--- config.mk ---
export PLATFORM = sky130hd
export DESIGN_NAME = instruction_queue
export DESIGN_NICKNAME = d
export VERILOG_FILES = /design/src/rtl/instruction_queue.sv
export SDC_FILE = /design/constraint.sdc
export NUM_CORES = 1
export LEC_CHECK = 0
export ABC_AREA = 1
export ABC_CLOCK_PERIOD_IN_PS = 4420
export BUFFER_PORTS_ARGS = -buffer_cell sky130_fd_sc_hd__buf_2
export CORE_MARGIN = 4
export CORE_UTILIZATION = 40
export CTS_CLUSTER_DIAMETER = 40
export CTS_CLUSTER_SIZE = 28
export DETAILED_ROUTE_END_ITERATION = 8
export PLACE_DENSITY = 0.55
export SYNTH_ARGS = -nofsm -noshare
export SYNTH_HDL_FRONTEND = slang
export SYNTH_SLANG_ARGS = --single-unit
--- constraint.sdc ---
create_clock -name clk -period 4.42 [get_ports clk]
set_input_delay 0.663 -clock clk [delete_from_list [all_inputs] [get_ports clk]]
set_output_delay 0.663 -clock clk [all_outputs]
set_load 0.01 [all_outputs]
--- src/rtl/instruction_queue.sv ---
`default_nettype none
// +--------------------------------------------------------------------------+
// | instruction_queue: serial-fill 16-bit word queue feeding the decoder     |
// | with a head word and a serial immediate shift register.   Rev 1.0        |
// +--------------------------------------------------------------------------+
module instruction_queue #(
  parameter int NSHIFT      = 2,
  parameter int QUEUE_WORDS = 3
) (
  input  logic                               clk,
  input  logic                               reset,
  input  logic                               fill_valid,
  input  logic [NSHIFT-1:0]                  fill_data,
  output logic                               fill_room,
  input  logic                               flush,
  output logic                               inst_valid,
  output logic [15:0]                        inst,
  input  logic                               inst_done,
  input  logic                               load_imm16,
  output logic                               imm16_loaded,
  output logic [NSHIFT-1:0]                  imm_data_in,
  input  logic                               next_imm_data,
  output logic [$clog2(QUEUE_WORDS+1)-1:0]   queue_count
);

  localparam int BEATS = 16 / NSHIFT;
  localparam int BW    = (BEATS > 1) ? $clog2(BEATS) : 1;
  localparam int CW    = $clog2(QUEUE_WORDS + 1);

  logic [15:0]   entries_q [QUEUE_WORDS];
  logic [15:0]   entries_d [QUEUE_WORDS];
  logic [CW-1:0] count_q, count_d;
  logic [15:0]   asm_q, asm_d;
  logic [BW-1:0] beat_q, beat_d;
  logic          inprog_q, inprog_d;
  logic [15:0]   imm_q, imm_d;
  logic          loaded_q, loaded_d;

  logic          w_room, w_accept, w_fill_done, w_pop;
  logic [15:0]   w_asm_next;
  int            w_npop, w_base;

  always_comb begin
    w_room      = (int'(count_q) + int'(inprog_q)) < QUEUE_WORDS;
    w_accept    = fill_valid && (inprog_q || w_room);
    w_asm_next  = {fill_data, asm_q[15:NSHIFT]};
    w_fill_done = w_accept && (beat_q == BW'(BEATS - 1));
    w_pop       = inst_done && (count_q != '0);
    w_npop      = !w_pop ? 0 : (loaded_q ? 2 : 1);
    w_base      = int'(count_q) - w_npop;

    entries_d = entries_q;
    count_d   = count_q;
    asm_d     = asm_q;
    beat_d    = beat_q;
    inprog_d  = inprog_q;
    imm_d     = imm_q;
    loaded_d  = loaded_q;

    if (flush) begin
      count_d  = '0;
      asm_d    = '0;
      beat_d   = '0;
      inprog_d = 1'b0;
      imm_d    = '0;
      loaded_d = 1'b0;
    end else begin
      if (w_accept) begin
        asm_d    = w_fill_done ? '0 : w_asm_next;
        beat_d   = w_fill_done ? '0 : beat_q + BW'(1);
        inprog_d = !w_fill_done;
      end

      // Pop shifts entries down by one or two words, zero-filling the top.
      if (w_pop) begin
        for (int i = 0; i < QUEUE_WORDS; i++) begin
          entries_d[i] = '0;
          for (int j = 0; j < QUEUE_WORDS; j++) begin
            if (j == i + w_npop) entries_d[i] = entries_q[j];
          end
        end
      end

      for (int i = 0; i < QUEUE_WORDS; i++) begin
        if (w_fill_done && i == w_base) entries_d[i] = w_asm_next;
      end
      count_d = CW'(w_base + (w_fill_done ? 1 : 0));

      // A new head always reloads the imm register; this outranks load_imm16 and shifts.
      if (w_pop || (w_fill_done && count_q == '0)) begin
        imm_d    = (count_d != '0) ? {8'h00, entries_d[0][7:0]} : '0;
        loaded_d = 1'b0;
      end else if (load_imm16 && !loaded_q && int'(count_q) >= 2) begin
        imm_d    = entries_q[1];
        loaded_d = 1'b1;
      end else if (next_imm_data) begin
        imm_d = imm_q >> NSHIFT;
      end
    end
  end

  always_ff @(posedge clk) begin
    if (reset) begin
      for (int i = 0; i < QUEUE_WORDS; i++) entries_q[i] <= '0;
      count_q  <= '0;
      asm_q    <= '0;
      beat_q   <= '0;
      inprog_q <= 1'b0;
      imm_q    <= '0;
      loaded_q <= 1'b0;
    end else begin
      for (int i = 0; i < QUEUE_WORDS; i++) entries_q[i] <= entries_d[i];
      count_q  <= count_d;
      asm_q    <= asm_d;
      beat_q   <= beat_d;
      inprog_q <= inprog_d;
      imm_q    <= imm_d;
      loaded_q <= loaded_d;
    end
  end

  assign fill_room    = w_room;
  assign inst_valid   = (count_q != '0);
  assign inst         = entries_q[0];
  assign imm16_loaded = loaded_q;
  assign imm_data_in  = imm_q[NSHIFT-1:0];
  assign queue_count  = count_q;

endmodule
`default_nettype wire

# After elaboration in Yosys (flattened, before gate mapping)
# Cells that the tools add are included.
# W data, S select, Z words.
[totals] reg_bits=87 in_bits=9 out_inout_bits=23 elab_cells=82
[op_classes] addsub=6 magnitude_cmp=2 eq_ne=12 n_mux=22 bitwise_logic=1 n_reduce_logical=29
[ops] op="$mux W16" n=16
[ops] op="$logic_not A32 Y1" n=4
[ops] op="$eq A2 B32 Y1 const A" n=2
[ops] op="$mux W48" n=1
[ops] op="$reduce_bool A2 Y1" n=5
[ops] op="$eq A2 B3 Y1 const A" n=3
[ops] op="$logic_and A1 B1 Y1" n=9
[ops] op="$reduce_and A3 Y1" n=3
[ops] op="$mux W8" n=1
[ops] op="$mux W2" n=2
[ops] op="$ne A4 B1 Y1 const B" n=1
[ops] op="$add A1 B2 Y3 const A" n=1
[ops] op="$add A2 B1 Y3" n=1
[ops] op="$add A2 B2 Y3 const A" n=1
[ops] op="$add A3 B1 Y3 const B" n=1
[ops] op="$eq A3 B3 Y1 const A" n=1
[ops] op="$eq A3 B3 Y1 const B" n=1
[ops] op="$lt A3 B2 Y1 const B" n=1
[ops] op="$mux W3" n=1
[ops] op="$ne A3 B1 Y1 const B" n=1
[ops] op="$reduce_bool A3 Y1" n=1
[ops] op="$reduce_or A3 Y1" n=1
[ops] op="$sub A2 B2 Y3" n=1
[ops] op="$add A2 B2 Y2" n=1
[ops] op="other kinds (10)" n=12

# Longest topological paths before layout
[logic_depth] ltp_word=12 ltp_mapped=16 mapped_depth_nobuf=15

# Worst setup path before layout
# Ideal clock, no wire load.
[synth_timing] kind="input to register" startpoint="in inst_done" endpoint="reg entries_q[21] (netlist bit)" setup_ns=0.113 arrival_ns=2.802 required_time_ns=4.307 path_slack_ns=1.505 cell_stages=14 n_path_buf=3 cell_sequence="buf_4 > nand2_4 > nor2_4 > buf_4 > ha_1 > fa_1 > nand2_1 > nor2_2 > nand2_4 > nand2_1 > nand2_2 > buf_2 > nor2_1 > nor2_1"
[synth_via] elab_chain_len=9 word_cells_on_any_way=17 classes_between="2 x add/sub; 4 x eq/ne; 6 x mux; 5 x reduce/logical"
[synth_rtl] element="start, declared" line="18" source="input logic inst_done,"
[synth_rtl] element="$logic_and A1 B1 Y1 *" line="48" source="w_pop = inst_done && (count_q != '0);"
[synth_rtl] element="$mux W2" line="49" source="w_npop = !w_pop ? 0 : (loaded_q ? 2 : 1);"
[synth_rtl] element="$add A1 B2 Y3" line="79" source="if (j == i + w_npop) entries_d[i] = entries_q[j];"
[synth_rtl] element="$logic_not A32 Y1" line="79"
[synth_rtl] element="$mux W16 (3 in a row)" line="79"
[synth_rtl] element="$mux W48" line="75" source="if (w_pop) begin"
[synth_rtl] element="$mux W16" line="85" source="if (w_fill_done && i == w_base) entries_d[i] = w_asm_next;"
[synth_rtl] element="end, declared" line="30" source="logic [15:0] entries_q [QUEUE_WORDS];"
# Every way passes the cells marked *; elsewhere a longest branch is shown, timed or not. The select of a mux whose other input is x is not followed.
# A chain may end at the register's enable or synchronous reset.

# Worst setup path after layout
[layout_timing] startpoint="reg count_q[1] (netlist: queue_count[1])" endpoint="reg entries_q[30] (netlist bit)"
[layout_via] elab_chain_len=10 word_cells_on_any_way=23 classes_between="3 x add/sub; 1 x order compare; 4 x eq/ne; 6 x mux; 9 x reduce/logical"
[layout_rtl] element="start, declared" line="32" source="logic [CW-1:0] count_q, count_d;"
[layout_rtl] element="start signal, assigned" line="113" source="count_q <= count_d;"
[layout_rtl] element="$reduce_bool A2 Y1" line="48"
[layout_rtl] element="$logic_and A1 B1 Y1" line="48"
[layout_rtl] element="$mux W2" line="49"
[layout_rtl] element="$add A1 B2 Y3" line="79"
[layout_rtl] element="$logic_not A32 Y1" line="79"
[layout_rtl] element="$mux W16 (3 in a row)" line="79"
[layout_rtl] element="$mux W48" line="75"
[layout_rtl] element="$mux W16" line="85"
# Parallel ways exist; a longest one is shown, timed or not. The select of a mux whose other input is x is not followed.

==> impl_results.md <==
* Detail Route Antenna Nets at 0
* Clock Latency Late Sink at between 0.3 and 0.4 ns
* Final weighted congestion in routability-driven placement at between 0.8 and 0.9
* Clock-pin slew on the worst setup and hold paths at ~0.060 ns
* Yosys Warn Count at 0
* Syn Inst Count at ~700
* Reg-to-reg slack, setup at between 0.8 and 0.9 ns
* Period utilization at 0.8013
* Tightest Pin Transition at around 1.2 ns
* Critical Path, Cell by Cell: inv_1 > nand2_4 > nand2_4 > nor2_4 > ha_1 > fa_1 > nand2_1 > nor2_2 > nand2_4 > nand2_1 > nand2_2 > nor2_1 > nor2_1
* Setup crit start kind: flip-flop
* Int Power at ~1.2 mW
* Worst setup EP type: flip-flop
* Total setup buffers inserted after CTS at 0
* H-tree Lvls at 3
* Layout cells sized above 1 at 0.1081
* Total GRT Usage at 0.2029
* Routed wire length at 12600 um
* Synth top area share at 0.3653
* Combinational family with the most area after synthesis: simple AND/OR/NAND/NOR gates
* CTS buffer count at 9
* Vias/cell at 5.191
* Drt first-iter violations at 500
* CTS Root Buffer Type: clkbuf_16
* Worst hold-check path type: reg2reg
* Outcome: finished, final reports clean
* Fillers at 1242
* Setup_tns at 0 ns
* Worst EP arrival at around 3.8 ns
* Compound-gate portion of the synthesized area at 0.07145
* Mux contribution to synthesized area at 0
* IO Count at 32
* Area added between synthesis and finish at 6.796%
* Placed wire-length estimate at 9023 um
* Simple-Gate Fraction of Synth Area at 0.4233
* Register area share after synthesis at 0.3653
* Synthesized-area fraction occupied by adder cells at 0.02041
* # Max-Cap Violations at 0
* Largest net degree at the start of global routing at 39
* CP Class: reg2reg
* Synthesized area at around 4700 um^2
* Crit-path leading delay family: simple AND/OR/NAND/NOR gates
* Sink Count at between 80 and 90
* RSZ-0062 raised after global routing: false
* Hold_ws at roughly 0.47 ns
* Cell variety after synth at 35
* Xor/xnor share of the synthesized area at 0.001880
* Average size of a mapped cell at around 6.7 um^2
* Peak VDD IR at approximately 0.17 mV
* Vias in the first global route at 4009
* Psw at roughly 370 uW
* Post-layout util at 0.4357
* Clock tree buffer depth at 2
* Setup slack after layout at 0.8784 ns
* IO buf count at 31
* Critical Path RT at around 4.7 ns
* Post-cts sizing count at 0
* Starting Density at 0.4080
* DRT Pass-1 Iters at 6
* Placeable Area at 11420 um^2
* DRC Markers at 0
* Seq cells post-synth at 85
* Antenna fix cells at 0
* Initial antenna violation count at 0
* Switching Fraction at 0.2324
* Standard-cell rows at 39
* Clock power frac at 0.453
* PD cells at about 320 nW/um^2
* Synth area leader: dfxtp_1
* Crit path time final at 3.542 ns
* Final hold violations at 0
* Fmax at about 0.28 GHz
* Fin. max-slew vios at 0
* Slew HR at 0.2169
* Overflow after GRT at 0
* Endpoints failing setup at 0
* Layout Skew at 0.007430 ns
* CTS Hold Buffers Added at 0
* CP Max Fanout at 32
* Sequential share of power at 0.490
* Via Count at between 4000 and 5000
* Buf+Inv Stages, Crit Path at 1
* Post-DR wirelength/cell at between 15 and 20 um
* Most frequent CP cell: nand2_4
* CTS tree: done
* Die ar. at about 13000 um^2
* CP max stage delay at ~0.53 ns
* Comb pwr share at 0.057
* Power, Total at about 1.6 mW
* Main area contributors after synthesis: dfxtp_1 (37%), nand2_1 (15%), nand3_1 (12%)
* Slowest stage cell, crit path: nor2_2
* Die H at approximately 120 um
* Leakage power at approximately 2.5 nW
* Global-route wire length before repair at roughly 21000 um
* DP Worst Slack at 0.8418 ns
* Net Count, Synth at 715
* Die Wd at ~120 um
* Nets at between 700 and 800
layout by cell type (no fill, tap or decap), drive strengths merged:
| cell | instances |
|---|---|
| xnor2 | 1 |
| buf | 37 |
| nor3b | 6 |
| nand3 | 112 |
| inv | 54 |
| nand2 | 193 |
| nor3 | 3 |
| dfxtp | 85 |
| o22ai | 8 |
| clkbuf | 14 |
| fa | 1 |
| clkinv | 2 |
| nor2 | 103 |
| a211oi | 1 |
| ha | 6 |
| a21oi | 11 |
| o21ai | 36 |
| o32ai | 2 |
| nand4 | 19 |
sequential cells by signal, indices dropped and copies added, names as in the netlist:
name          cells
asm_q            14
beat_q            3
entries_q        32
imm16_loaded      1
imm_q            16
inprog_q          1
inst             16
queue_count       2
per-stage QoR:
stage               instance area [um^2]  instances
floorplan                           4658        699
global placement                    4696        822
detailed placement                  4696        822
CTS                                 4975        837
global route                        4975        837
finish                              4975        837
final timing paths:
check | from | end | cells past startpoint
setup / recovery | queue_count[1] | entries_q[30] | 13
hold / removal | beat_q[0] | beat_q[0] | 2
setup reg to reg | queue_count[1] | entries_q[30] | 13
hold reg to reg | beat_q[0] | beat_q[0] | 2
routing by layer:
metal	wire length [um]	up-vias	global-route usage
li1	-	2230	-
met5	0	-	0
met3	623	20	0.03760
met4	272	0	0.08585
met2	5489	95	0.3011
met1	6214	2000	0.2883
worst min-delay path, stage by stage, from the launching register on:
cell     delay [ns]
dfxtp_1        0.31
inv_1          0.06
a21oi_1        0.05
area by class of cell:
cell class / count / area, um^2 / share of cell area
clock buffers: 14 / 274.0 / 0.05508
clock inverters: 1 / 5.005 / 0.001006
inverters: 55 / 206.4 / 0.04150
multi-input cells: 502 / 2409 / 0.4842
flip-flops and latches: 85 / 1702 / 0.3421
well taps: 143 / 178.9 / 0.03597
repair buffers: 37 / 200.2 / 0.04024
logic make-up (layout without fill, tap and decap cells):
family                     count (synthesis)  in the layout
DFF                                       85             85
and+or+nand+nor                          436            436
xor gates and xnor gates                   1              1
adders and majority gates                  7              7
buffers and inverters                    112            107
AOI/OAI and AO/OA                         58             58
cells in the mapped netlist (all sizes together):
master / instances
nand2: 193
nand3: 112
nor2: 103
dfxtp: 85
inv: 54
buf: 44
o21ai: 36
nand4: 19
clkbuf: 13
a21oi: 11
o22ai: 8
ha: 6
nor3b: 6
nor3: 3
o32ai: 2
a211oi: 1
clkinv: 1
fa: 1
xnor2: 1
power groups by stage:
stage / combinational (mW) / clock, mW / sequential (mW)
2_1_floorplan: 0.0727 / 0 / 0.799
5_1_grt: 0.104 / 0.772 / 0.786
3_3_place_gp: 0.0905 / 0 / 0.801
3_5_place_dp: 0.0916 / 0 / 0.802
6_report: 0.0915 / 0.726 / 0.785
4_1_cts: 0.0919 / 0.740 / 0.785
Note: power is estimated with default switching activity, not from simulation.
